==> src/rtl/dly_cal_pkg.sv <==
// Shared types and constants for the coarse delay-line calibration controller.
package dly_cal_pkg;

    localparam int unsigned SEL_W = 3;
    localparam logic [SEL_W-1:0] SEL_MAX = 3'd7;

    typedef enum logic [2:0] {
        IDLE,
        SETTLE,
        SAMPLE,
        ADJUST,
        DONE
    } cal_state_e;

    localparam logic DIR_DN = 1'b0;
    localparam logic DIR_UP = 1'b1;

endpackage

==> src/rtl/dly_pd_vote.sv <==
// Counts phase-detector samples over one vote window and reports the majority.
module dly_pd_vote #(
    parameter int unsigned NSAMP = 4
) (
    input  logic clk,
    input  logic rst,
    input  logic clr,
    input  logic en,
    input  logic pd_up,
    output logic done_c,
    output logic vote_up_c
);

    localparam int unsigned CNT_W = $clog2(NSAMP + 1);
    localparam int unsigned CMP_W = CNT_W + 1;

    logic [CNT_W-1:0] samp_cnt;
    logic [CNT_W-1:0] vote_cnt;

    always_ff @(posedge clk) begin
        if (rst || clr) begin
            samp_cnt <= CNT_W'(NSAMP);
            vote_cnt <= '0;
        end else if (en) begin
            samp_cnt <= samp_cnt - CNT_W'(1);
            vote_cnt <= vote_cnt + CNT_W'(pd_up);
        end
    end

    // Last sample is being taken this cycle; the tally is final one cycle later.
    assign done_c    = en && (samp_cnt == CNT_W'(1));
    // Strict majority of up votes; a tie resolves as down.
    assign vote_up_c = {vote_cnt, 1'b0} > CMP_W'(NSAMP);

endmodule

==> src/rtl/dly_coarse_cal_ctrl.sv <==
// Coarse delay-line calibration: steps the tap select from a start tap until the
// phase detector reverses (lock) or the select saturates (error).
module dly_coarse_cal_ctrl
    import dly_cal_pkg::*;
#(
    parameter int unsigned SEL_INIT   = 3,
    parameter int unsigned SETTLE_CYC = 8,
    parameter int unsigned NSAMP      = 4
) (
    input  logic             i_clk,
    input  logic             i_rst,
    input  logic             i_start,
    input  logic             i_pd_up,
    input  logic             i_man_en,
    input  logic [SEL_W-1:0] i_man_sel,
    output logic [SEL_W-1:0] o_sel,
    output logic             o_busy,
    output logic             o_lock,
    output logic             o_err
);

    localparam int unsigned SET_W = $clog2(SETTLE_CYC + 1);

    cal_state_e       state;
    cal_state_e       state_nxt;
    logic [SET_W-1:0] settle_cnt;
    logic [SET_W-1:0] settle_nxt;
    logic [SEL_W-1:0] sel_nxt;
    logic             busy_nxt;
    logic             lock_nxt;
    logic             err_nxt;
    logic             dir;
    logic             dir_nxt;
    logic             dir_vld;
    logic             dir_vld_nxt;
    logic             vote_clr_c;
    logic             vote_en_c;
    logic             vote_done_c;
    logic             vote_up_c;
    logic             reverse_c;
    logic             sat_c;

    dly_pd_vote #(
        .NSAMP (NSAMP)
    ) u_vote (
        .clk       (i_clk),
        .rst       (i_rst),
        .clr       (vote_clr_c),
        .en        (vote_en_c),
        .pd_up     (i_pd_up),
        .done_c    (vote_done_c),
        .vote_up_c (vote_up_c)
    );

    assign reverse_c = dir_vld && (vote_up_c != dir);
    assign sat_c     = vote_up_c ? (o_sel == SEL_MAX) : (o_sel == '0);

    // State register
    always_ff @(posedge i_clk) begin
        if (i_rst) begin
            state <= IDLE;
        end else begin
            state <= state_nxt;
        end
    end

    // Next-state logic
    always_comb begin
        state_nxt = state;
        if (i_man_en) begin
            state_nxt = IDLE;
        end else begin
            case (state)
                IDLE, DONE: if (i_start) state_nxt = SETTLE;
                SETTLE:     if (settle_cnt == '0) state_nxt = SAMPLE;
                SAMPLE:     if (vote_done_c) state_nxt = ADJUST;
                ADJUST:     state_nxt = (reverse_c || sat_c) ? DONE : SETTLE;
                default:    state_nxt = IDLE;
            endcase
        end
    end

    // Output and datapath next values
    always_comb begin
        sel_nxt     = o_sel;
        busy_nxt    = o_busy;
        lock_nxt    = o_lock;
        err_nxt     = o_err;
        settle_nxt  = settle_cnt;
        dir_nxt     = dir;
        dir_vld_nxt = dir_vld;
        vote_clr_c  = 1'b0;
        vote_en_c   = 1'b0;
        if (i_man_en) begin
            sel_nxt     = i_man_sel;
            busy_nxt    = 1'b0;
            lock_nxt    = 1'b0;
            err_nxt     = 1'b0;
            dir_vld_nxt = 1'b0;
        end else begin
            case (state)
                IDLE, DONE: begin
                    if (i_start) begin
                        sel_nxt     = SEL_W'(SEL_INIT);
                        lock_nxt    = 1'b0;
                        err_nxt     = 1'b0;
                        dir_vld_nxt = 1'b0;
                        settle_nxt  = SET_W'(SETTLE_CYC - 1);
                        busy_nxt    = 1'b1;
                    end
                end
                SETTLE: begin
                    if (settle_cnt == '0) begin
                        vote_clr_c = 1'b1;
                    end else begin
                        settle_nxt = settle_cnt - SET_W'(1);
                    end
                end
                SAMPLE: vote_en_c = 1'b1;
                ADJUST: begin
                    if (reverse_c) begin
                        lock_nxt = 1'b1;
                        busy_nxt = 1'b0;
                    end else if (sat_c) begin
                        err_nxt  = 1'b1;
                        busy_nxt = 1'b0;
                    end else begin
                        sel_nxt     = vote_up_c ? (o_sel + SEL_W'(1)) : (o_sel - SEL_W'(1));
                        dir_nxt     = vote_up_c ? DIR_UP : DIR_DN;
                        dir_vld_nxt = 1'b1;
                        settle_nxt  = SET_W'(SETTLE_CYC - 1);
                    end
                end
                default: ;
            endcase
        end
    end

    // Registered outputs and datapath
    always_ff @(posedge i_clk) begin
        if (i_rst) begin
            o_sel      <= SEL_W'(SEL_INIT);
            o_busy     <= 1'b0;
            o_lock     <= 1'b0;
            o_err      <= 1'b0;
            settle_cnt <= '0;
            dir        <= DIR_DN;
            dir_vld    <= 1'b0;
        end else begin
            o_sel      <= sel_nxt;
            o_busy     <= busy_nxt;
            o_lock     <= lock_nxt;
            o_err      <= err_nxt;
            settle_cnt <= settle_nxt;
            dir        <= dir_nxt;
            dir_vld    <= dir_vld_nxt;
        end
    end

endmodule

==> config.mk <==
export PLATFORM = sky130hd
export DESIGN_NAME = dly_coarse_cal_ctrl
export DESIGN_NICKNAME = d
export VERILOG_FILES = /design/src/rtl/dly_cal_pkg.sv /design/src/rtl/dly_pd_vote.sv /design/src/rtl/dly_coarse_cal_ctrl.sv
export SDC_FILE = /design/constraint.sdc
export NUM_CORES = 1
export LEC_CHECK = 0
export ABC_AREA = 0
export ABC_CLOCK_PERIOD_IN_PS = 1500
export CAP_MARGIN = 20
export CORE_MARGIN = 2
export CORE_UTILIZATION = 49
export DETAILED_ROUTE_END_ITERATION = 8
export GPL_TIMING_DRIVEN = 0
export PLACE_DENSITY = 0.76
export SYNTH_ARGS = -nofsm -noshare
export SYNTH_HDL_FRONTEND = slang
export SYNTH_SLANG_ARGS = --single-unit
==> constraint.sdc <==
create_clock -name i_clk -period 1.5 [get_ports i_clk]
set_input_delay 0.15 -clock i_clk [delete_from_list [all_inputs] [get_ports i_clk]]
set_output_delay 0.15 -clock i_clk [all_outputs]
set_load 0.01 [all_outputs]
# After elaboration in Yosys (flattened, before gate mapping)
# Index checks and enable logic that the tools add are counted.
[op_classes] n_addsub=5 multipliers=0 div=0 magnitude_cmp=1 eq_ne=19 shifts=0 mux=36 n_bitwise=3 n_reduce_logical=20
[ops] cell="3-bit 2-to-1 mux" count=9
[ops] cell="1-bit 2-to-1 mux" count=16
[ops] cell="4-bit 2-to-1 mux" count=4
[ops] cell="4-bit AND reduction" count=4
[ops] cell="2-bit != test (second input constant)" count=7
[ops] cell="3-bit != test (second input constant)" count=4
[ops] cell="3-bit one-hot mux with 4 select lines" count=1
[ops] cell="4-bit one-hot mux with 3 select lines" count=1
[ops] cell="3-bit AND reduction" count=3
[ops] cell="1-bit one-hot mux with 2 select lines" count=4
[ops] cell="3-bit by 1-bit equality test with 1-bit output (second input constant)" count=2
[ops] cell="3-bit by 2-bit equality test with 1-bit output (second input constant)" count=2
[ops] cell="3-bit equality test (second input constant)" count=2
[ops] cell="3-bit zero test" count=2
[ops] cell="3-bit one-hot mux with 2 select lines" count=1
[ops] cell="6-bit AND reduction" count=1
[ops] cell="3-bit nonzero test" count=2
[ops] cell="3-bit by 1-bit subtractor with 3-bit output (second input constant)" count=2
[ops] cell="4-bit by 3-bit > comparator with 1-bit output (second input constant)" count=1
[ops] cell="4-bit zero test" count=1
[ops] cell="2-bit OR reduction" count=2
[ops] cell="4-bit by 1-bit subtractor with 4-bit output (second input constant)" count=1
[ops] cell="3-bit by 1-bit adder with 3-bit output" count=1
[ops] cell="3-bit by 1-bit adder with 3-bit output (second input constant)" count=1
[ops] cell="other kinds (6)" count=10
[word_totals] reg_bits=21 latchBits=0 ramBits=0 rom_bits=0 inputBits=8 word_cells=94 mem_count=0

# Longest topological paths before layout
[depth] depth_word=6 mapped_depth=6

# By module
# From an unflattened synthesis, not the netlist that was laid out.
[unflattened] hier_cells=128 hier_area_um2=1204.9
[by_module_without_submodules] mod="dly_coarse_cal_ctrl" n_inst=1 cells_each=97 area_per_inst_um2=897.1 seq_area_each_um2=300.3
[by_module_without_submodules] mod="dly_pd_vote" n_inst=1 cells_each=31 area_per_inst_um2=307.8 seq_area_each_um2=120.1

# Worst setup path after synthesis
# No wires, ideal clock.
[synth_timing] kind="register to register" from="reg settle_cnt[1]" to="reg settle_cnt[2]" setup_ns=0.116 arrival_ns=1.555 setup_slack_ns=-0.172 stages_incl_launch_ff=7 period_less_slack_ns=1.672 cell_sequence="dfxtp_1 > inv_1 > ha_1 > nor4b_1 > o22a_4 > mux2_2 > o211a_1"
[synth_between] elab_chain_len=3 word_cells_on_any_way=6 classes_between="1 x add/sub; 1 x eq/ne; 2 x mux; 2 x reduce/logical"
[synth_rtl] element="start, declared" line="dly_coarse_cal_ctrl.sv:26" rtl="logic [SET_W-1:0] settle_cnt;"
[synth_rtl] element="start signal, assigned" line="dly_coarse_cal_ctrl.sv:154" rtl="settle_cnt <= settle_nxt;"
[synth_rtl] element="4-bit by 1-bit subtractor with 4-bit output / 4-bit zero test (equally long branches)" line="dly_coarse_cal_ctrl.sv:116, dly_coarse_cal_ctrl.sv:113"
[synth_rtl] element="4-bit 2-to-1 mux / 2-bit != test (equally long branches)"
[synth_rtl] element="4-bit one-hot mux with 3 select lines / 6-bit AND reduction (equally long branches)"
# Several ways; a longest one is shown, not always the timed one. The select of a mux whose other input is x is not followed.
# A chain may end at the register's enable or synchronous reset.

# Final worst setup path
[layout_timing] from="reg o_sel[2]" to="reg settle_cnt[0]"
[layout_between] elab_chain_len=4 word_cells_on_any_way=5 classes_between="2 x eq/ne; 1 x mux; 2 x reduce/logical"
[layout_rtl] element="start, declared" line="dly_coarse_cal_ctrl.sv:16" rtl="output logic [SEL_W-1:0] o_sel,"
[layout_rtl] element="start signal, assigned" line="dly_coarse_cal_ctrl.sv:142" rtl="o_sel <= SEL_W'(SEL_INIT);"
[layout_rtl] element="start signal, assigned" line="dly_coarse_cal_ctrl.sv:150" rtl="o_sel <= sel_nxt;"
[layout_rtl] element="3-bit equality test / 3-bit zero test (equally long branches)" line="dly_coarse_cal_ctrl.sv:56" rtl="assign sat_c = vote_up_c ? (o_sel == SEL_MAX) : (o_sel == '0);"
[layout_rtl] element="1-bit 2-to-1 mux (*)" line="dly_coarse_cal_ctrl.sv:56"
[layout_rtl] element="2-bit != test (no source line) (*)"
[layout_rtl] element="6-bit AND reduction (no source line) (*)"
# Every way passes the cells marked *; elsewhere a longest branch is shown, timed or not.

==> reports/qor_table.md <==
| Result | Reported |
| --- | --- |
| Wire length of the first global-routing pass | 5170 um |
| Fillers | 171 |
| Area occupied by multi-input gates | 946 sq um |
| Mapped Nets | 149 |
| Flip-flop and latch count after synthesis | 21 |
| Detailed Place HPWL | 2040 um |
| Remaining global-route overflow | 0 |
| Wirelength per Cell | 18.3 um |
| Antenna Violating Nets Remaining | 0 |
| Weighted congestion reported at the end of routability-driven placement | 0.884 |
| Run status | finished with violations |
| Fraction of registers with async set/reset | 0% |
| Via total after detailed routing | 1211 |
| CP Data Required Time | 1.70 ns |
| Count of endpoints failing hold in the final timing report | 0 |
| Proportion of synthesized chip area in sequential cells | 33.3% |
| Overall routing resource usage | 24.5% |
| Die width | 54.8 um |
| Pre-CTS WS | -0.379 ns |
| Later-pin clock latency in the skew report | 0.31 ns |
| Register cell area after layout | 437 sq um |
| Critical path buffers and inverters | 0 |
| Fin crit share | 106% |
| Critical path type | reg -> reg |
| Worst Max-Slew Pin Slew | 0.477 ns |
| Family with the most delay on the worst path | simple AND/OR/NAND/NOR gates |
| Ranking of synthesized cells by instance count | 21 x dfxtp_1, 14 x nor2_1, 8 x a21oi_1, 6 x ha_1 |
| TritonCTS buffer count | 3 |
| Post-synthesis instance area | 1260 sq um |
| CTS tree | done |
| Number of warnings reported in the yosys synthesis log | 0 |
| Placement Rows | 18 |
| Rel. slew slack | 68.2% |
| Length of the first detailed-routing pass in iterations | 4 |
| Syn Inst Count | 134 |
| Worst voltage drop across the vdd grid | 0.796 mV |
| Number of remaining DRC errors | 0 |
| Number of distinct library cell variants in the gate-level netlist after synthesis | 56 |
| # diodes | 0 |
| Most area-hungry cell type in the Yosys netlist | dfxtp_1 |
| Hold Buf Count CTS | 0 |
| Area contributors post-synth | dfxtp_1 33%, ha_1 5.9%, nor2_1 4.2% |
| Largest clock skew in the final design | 0.0109 ns |
| Final std cells w/o fill | 200 |
| Crit path max fanout | 6 |
| Unrepaired setup endpoints after global routing | yes |
| Cell total after placement | 177 |
| Count of flip-flops with a built-in enable after synthesis | 0 |
| Number of antenna violations at the first check in global routing | 0 |
| Placeable core area | 2450 sq um |
| Setup_tns | -0.559 ns |
| Violated checks | negative setup slack |
| Number of pins exceeding their max-slew limit in the final report | 0 |
| Worst hold slack | 0.484 ns |
| Clock slew at the register clock pins of the worst setup and hold paths | 0.12 ns |
| Cell with the most instances after synthesis | dfxtp_1 |
| Pin count of the biggest net entering global routing | 12 |
| Max-cap violation count | 0 |
| Shortest period the worst path allows | 1.58 ns |
| Cell chain of the critical path | or3_4 > mux2_4 > a21oi_4 > o41ai_2 |
| Share of the core filled with cells | 74.3% |
| Vias per inst | 6.06 |
| Area share of the largest cell type after synthesis | 33.3% |
| Primary FF master, synth | dfxtp_1 |
| Max Clock Freq | 632 MHz |
| Highest-delay cell along the critical path | or3_4 |
| Kind of capture point of the worst setup path | register |
| Die Y-Extent | 54.8 um |
| Final setup viols | 9 |
| Layout cells sized above 1 | 39.4% |
| Number of levels in the clock H-tree | 1 |
| Root Driver | clkbuf_4 |
| Path category of the worst min-delay check | reg -> reg |
| Syn Area/Cell | 9.43 sq um |
| IO Port Bufs | 13 |
| Number of buffers on the longest clock path | 2 |
| Critical Path Source Type | register |
| Number of nets in the final layout | 186 |
| Total power divided by cell area | 637 nW/um^2 |
| Delay of the slowest critical-path stage | 0.44 ns |
| Detailed-route wire length | 3660 um |
| Standby leakage power | 0.666 nW |
| Count of clock tree sinks | 21 |
| Die Footprint | 3000 sq um |
| Worst-case setup margin in the final layout | -0.0830 ns |
| Vias in the first global route | 1097 |
| Initial Utilization | 51.5% |
| I/O Pins | 14 |
| Data arrival time of the worst path | 1.78 ns |
| DRC violation total after the first TritonRoute iteration | 42 |
| Area added between synthesis and finish | 44.3% |
-- cell type report --
class / count / area share [%]
Multi-Input combinational cell: 102 / 51.9
Sequential cell: 21 / 24.0
Timing Repair Buffer: 32 / 16.9
Buffer: 6 / 2.61
Tap cell: 30 / 2.06
Clock buffer: 4 / 1.44
Inverter: 5 / 1.17
-- registers in the layout (all words and copies together) (netlist names) --
signal / flops
o_sel: 3
settle_cnt: 4
dir_vld: 1
u_vote.samp_cnt: 3
o_lock: 1
o_busy: 1
state: 3
u_vote.vote_cnt: 3
o_err: 1
dir: 1
-- worst min-delay path, delay by kind of cell (launching register included) --
family           cells  cell delay, ns
flip-flops           1            0.33
AND/OR/NAND/NOR      1            0.06
AO/OA/AOI/OAI        1            0.06
-- what timing repair did --
item                       CTS  global route
pin swaps                   13             7
setup endpoints to repair   19            20
resized for setup           34            13
setup buffers               12             7
-- where the power goes --
group          internal [mW]  switching [mW]  total [mW]
clock                  0.104           0.176       0.280
combinational          0.150           0.129       0.279
sequential             0.575          0.0280       0.603
total                  0.828           0.333        1.16
-- layout by cell type, fill, tap and decap left out, drive strengths merged, types with 2 or more instances in the layout --
master,n
or3,2
nand3,3
mux2,3
nand3b,2
mux2i,5
nor4b,2
buf,21
o21ai,2
xor2,2
a211oi,4
a31oi,3
nand2,5
nor3b,4
ha,6
clkbuf,8
nor3,3
or3b,3
a21oi,11
dfxtp,21
nor2,14
inv,5
clkdlybuf4s50,12
xnor2,3
-- logic make-up after synthesis --
kind of cell	share of synthesized area [%]
and+or+nand+nor	23.9
AOI/OAI and AO/OA	20.7
DFF	33.3
buffers and inverters	3.66
muxes	7.52
adders and majority gates	7.52
xor gates and xnor gates	3.47
-- final timing paths --
check             slack, ns       endpoint      from  cells past startpoint
setup / recovery      -0.08  settle_cnt[0]  o_sel[2]                      4
setup reg to reg      -0.08  settle_cnt[0]  o_sel[2]                      4
hold reg to reg        0.48        dir_vld   dir_vld                      2
hold / removal         0.48        dir_vld   dir_vld                      2
-- per-stage QoR --
step	total power, mW	instance area [sq um]
CTS	1.14	1700
detailed placement	0.807	1450
floorplan	0.738	1280
finish	1.16	1820
global route	1.22	1820
global placement	0.799	1450
-- per-layer routing --
layer  part of all wire, %  vias up  track usage, %
met4                   2.3        0            7.08
li1                      -      570               -
met3                   5.5       12            6.01
met1                    39      585            30.3
met2                    53       44            41.5
met5                     0        -               0
Power figures use the tool's default switching activity.
==> RTL change 1 (same settings) <==
Encoding of `cal_state_e`: now one-hot (5 bits for 5 states).
--- a/src/rtl/dly_cal_pkg.sv
+++ b/src/rtl/dly_cal_pkg.sv
@@ -4,12 +4,12 @@
     localparam int unsigned SEL_W = 3;
     localparam logic [SEL_W-1:0] SEL_MAX = 3'd7;
 
-    typedef enum logic [2:0] {
-        IDLE,
-        SETTLE,
-        SAMPLE,
-        ADJUST,
-        DONE
+    typedef enum logic [4:0] {
+        IDLE   = 5'b00001,
+        SETTLE = 5'b00010,
+        SAMPLE = 5'b00100,
+        ADJUST = 5'b01000,
+        DONE   = 5'b10000
     } cal_state_e;
 
     localparam logic DIR_DN = 1'b0;
Behaviour: same outputs for any inputs over 10 cycles, from zero or initial values and one cycle with i_rst high; not proved beyond that.
==> RTL change 1 against the unedited design <==
- sequential cell count grew 2
- worst setup slack got worse by 0.26 ns
- non-clock buffer count decreased by 6
- area after synthesis up 6.0%
- clock skew is 0.0080 ns lower
- the flow still finishes with violations (setup timing)
- routed wire length up 5.9%
- power rose by 7.7%
- critical path type unchanged
- cell count is 6.5% higher
- final area rose by 6.9%
==> RTL change 1: results (changes against the unedited design) <==
metric	value	unit	change
via_per_inst	6.11		+0.87%
insertion_delay	0.33	ns	+0.02 ns
hold_depth	1		-1
hold_start	o_err		
place_congestion	0.879		-0.62%
whs_endpoint	o_err		
layout.comb_gates.multi_input	117		+15%
finalSetupViolCount	12		+3
holdWs	0.500	ns	+0.0159 ns
synthesis.nets	169		+13%
dp_hpwl	2220	um	+8.4%
cp_max_fo	3		-3
fin_ws	-0.341	ns	-0.258 ns
grtUsageMet3	3.23	%	-2.8 points
synth_xor_area_share	3.27	%	-0.20 points
leakage	0.000698	uW	+4.8%
tightest_slew	0.613	ns	+0.136 ns
peakVddDrop	0.782	mV	-1.7%
ys_top_cells_by_area	dfxtp_1, ha_1, mux2i_1, nor2_1, a21oi_1		
final_nets	199		+7.0%
buffer_area_share	15.2	%	-4.3 points
synthesis.instances	154		+15%
fin_tns_setup	-2.99	ns	-2.43 ns
seq_area_share	25.2	%	+1.2 points
yosysUniqueCellTypes	48		-14%
wirelength	3880	um	+5.9%
cp.arrival	2.06	ns	+0.28 ns
synth-compound-area-share	18.4	%	-2.3 points
yosysSeqAreaShare	34.4	%	+1.1 points
place_ws	-0.546	ns	-0.168 ns
layout-area-overhead-vs-synth	45.4	%	
skew	0.00294	ns	-0.00796 ns
instances_no_fill	213		+6.5%
clk_share	1.35	%	-0.093 points
synth_common_cells	dfxtp_1, nor2_1, a21oi_1, nand2_1		
p_per_area	642	mW/mm2	+0.80%
grt.met1_usage	26.2	%	-4.2 points
rr_worst_depth	6		+2
drive_gt1_share	41.0	%	+1.6 points
critPathSlowestCell	or4b_4		
drt_first_iter_violations	55		+31%
violations	setup timing		
grt_first_pass_wirelength	5420	um	+4.9%
grt_max_degree	13		+1
track_usage	21.8	%	-2.7 points
cpPeakStageDelay	0.54	ns	+0.10 ns
grt_pass1_vias	1208		+10%
outcome	finished, violations left		
finalCoreUtilization	76.5	%	+2.3 points
r2r-end	o_sel[1]		
dpl-instance-area	0.00154	mm2	+6.0%
n_all_buffers	32		-16%
-- RTL change 1: cell count changes after synthesis, sizes merged, moves of 3 or more --
cell	change
a31oi	-3
and3	+4
mux2	-3
nand2	+5
nand2b	+6
nor2	+4
o21a	+4
or3b	-3
-- RTL change 1: kinds of logic after synthesis --
family	after synthesis
adders and majority gates	7
buffers and inverters	14
muxes	6
AOI/OAI and AO/OA	35
DFF	23
xor gates and xnor gates	5
and+or+nand+nor	64
-- RTL change 1: what timing repair did --
| item | in CTS | in global routing |
|---|---|---|
| pin swaps | 7 | 16 |
| buffers inserted | 5 | 10 |
| gates resized for setup | 21 | 49 |
| endpoints found under the setup margin | 23 | 24 |
-- RTL change 1: routing by layer --
| layer | vias up | share of wire, % |
|---|---|---|
| li1 | 616 | - |
| met1 | 626 | 41 |
| met2 | 49 | 51 |
| met3 | 10 | 5.7 |
| met4 | 0 | 2.1 |
| met5 | - | 0 |
-- RTL change 1: power by group --
part	internal [uW]	switching [uW]
combinational	153	147
sequential	624	25.8
clock	105	197
total	882	369
==> RTL change 2 (same settings) <==
Without the edit above. Set the parameter `SETTLE_CYC` to 4 (it was 8).
--- a/src/rtl/dly_coarse_cal_ctrl.sv
+++ b/src/rtl/dly_coarse_cal_ctrl.sv
@@ -4,7 +4,7 @@
     import dly_cal_pkg::*;
 #(
     parameter int unsigned SEL_INIT   = 3,
-    parameter int unsigned SETTLE_CYC = 8,
+    parameter int unsigned SETTLE_CYC = 4,
     parameter int unsigned NSAMP      = 4
 ) (
     input  logic             i_clk,
Formal check against the unedited RTL: same outputs for any inputs over 10 cycles, from zero or initial values and one cycle with i_rst high; that may be too few to reach the edited logic, so the function may still have changed.
==> RTL change 2 against the unedited design <==
- routed wire length shrank 31%
- sequential cell count shrank 1
- final area shrank 19%
- die area shrank 14%
- the run still ends with setup timing left
- combinational power shrank 28%
- synthesized cell count shrank 11%
- critical endpoint is now o_sel[2]
- power shrank 13%
- worst setup slack lost 0.067 ns
- largest cell class unchanged
- area after synthesis shrank 15%
==> RTL change 2: results (changes against the unedited design) <==
metric	value	unit	change
outcome	finished, violations left		
violations	setup timing		
finalSetupViolCount	6		-3
peakVddDrop	0.532	mV	-33%
place_ws	-0.261	ns	+0.118 ns
cts-resized-gates	18		-47%
insertion_delay	0.29	ns	-0.02 ns
seq_area_share	27.5	%	+3.6 points
wl_met2	1320	um	-32%
inverters	9		+4
tightest_slew	0.390	ns	-0.0872 ns
clock_buffers	3		-1
synthesis.instances	119		-11%
cp.arrival	1.83	ns	+0.05 ns
instances_no_fill	175		-13%
grt_use_met2	38.4	%	-3.1 points
drive_gt1_share	33.1	%	-6.3 points
skew	0.00661	ns	-0.00429 ns
cpPeakStageDelay	0.41	ns	-0.03 ns
post-cts-setup-buffer-count	9		-3
fin_ws	-0.150	ns	-0.0668 ns
layout-area-overhead-vs-synth	38.6	%	
n_all_buffers	30		-21%
grt_first_pass_wirelength	4070	um	-21%
multi_input_area	727	um2	-23%
worst_path_dominant_cell_family	adder cells		
grt.met1_usage	24.1	%	-6.3 points
synthesis.nets	134		-10%
grtUsageMet3	2.68	%	-3.3 points
wirelength	2510	um	-31%
clk_pin_slew_worst_paths	0.10	ns	-0.02 ns
synth_common_cells	dfxtp_1, nor2_1, a21oi_1		
clk_share	1.52	%	+0.079 points
route.met3.wl	81	um	-60%
buffer_area_share	17.3	%	-2.2 points
grt_max_degree	11		-1
dpl-instance-area	0.00123	mm2	-15%
leakage	0.000533	uW	-20%
final_nets	165		-11%
hp-class	primary input to flop		
fill_cells	148		-13%
drt_first_iter_violations	25		-40%
dp_cells	158		-11%
cp_max_fo	3		-3
yosysSeqAreaShare	37.5	%	+4.2 points
ys_top_cells_by_area	dfxtp_1, ha_1, a21oi_1, nor2_1, inv_1		
vias	964		-20%
-- RTL change 2: worst paths after layout --
path | startpoint | endpoint | slack (ns)
max | u_vote.vote_cnt[0] | o_sel[2] | -0.15
min | i_rst | settle_cnt[1] | 0.26
max reg2reg | u_vote.vote_cnt[0] | o_sel[2] | -0.15
min reg2reg | o_busy | o_busy | 0.48
-- RTL change 2: power by group --
part / switching (uW) / internal, uW / total, uW
logic: 100 / 101 / 201
clock network: 153 / 93.5 / 246
registers: 15.4 / 548 / 563
-- RTL change 2: kinds of logic after synthesis --
| family | count (synthesis) | synth area share, % |
|---|---|---|
| buffers and inverters | 13 | 4.92 |
| and+or+nand+nor | 42 | 20.8 |
| AOI/OAI and AO/OA | 28 | 19.7 |
| adders and majority gates | 7 | 8.90 |
| DFF | 20 | 37.5 |
| muxes | 4 | 4.10 |
| xor gates and xnor gates | 5 | 4.10 |
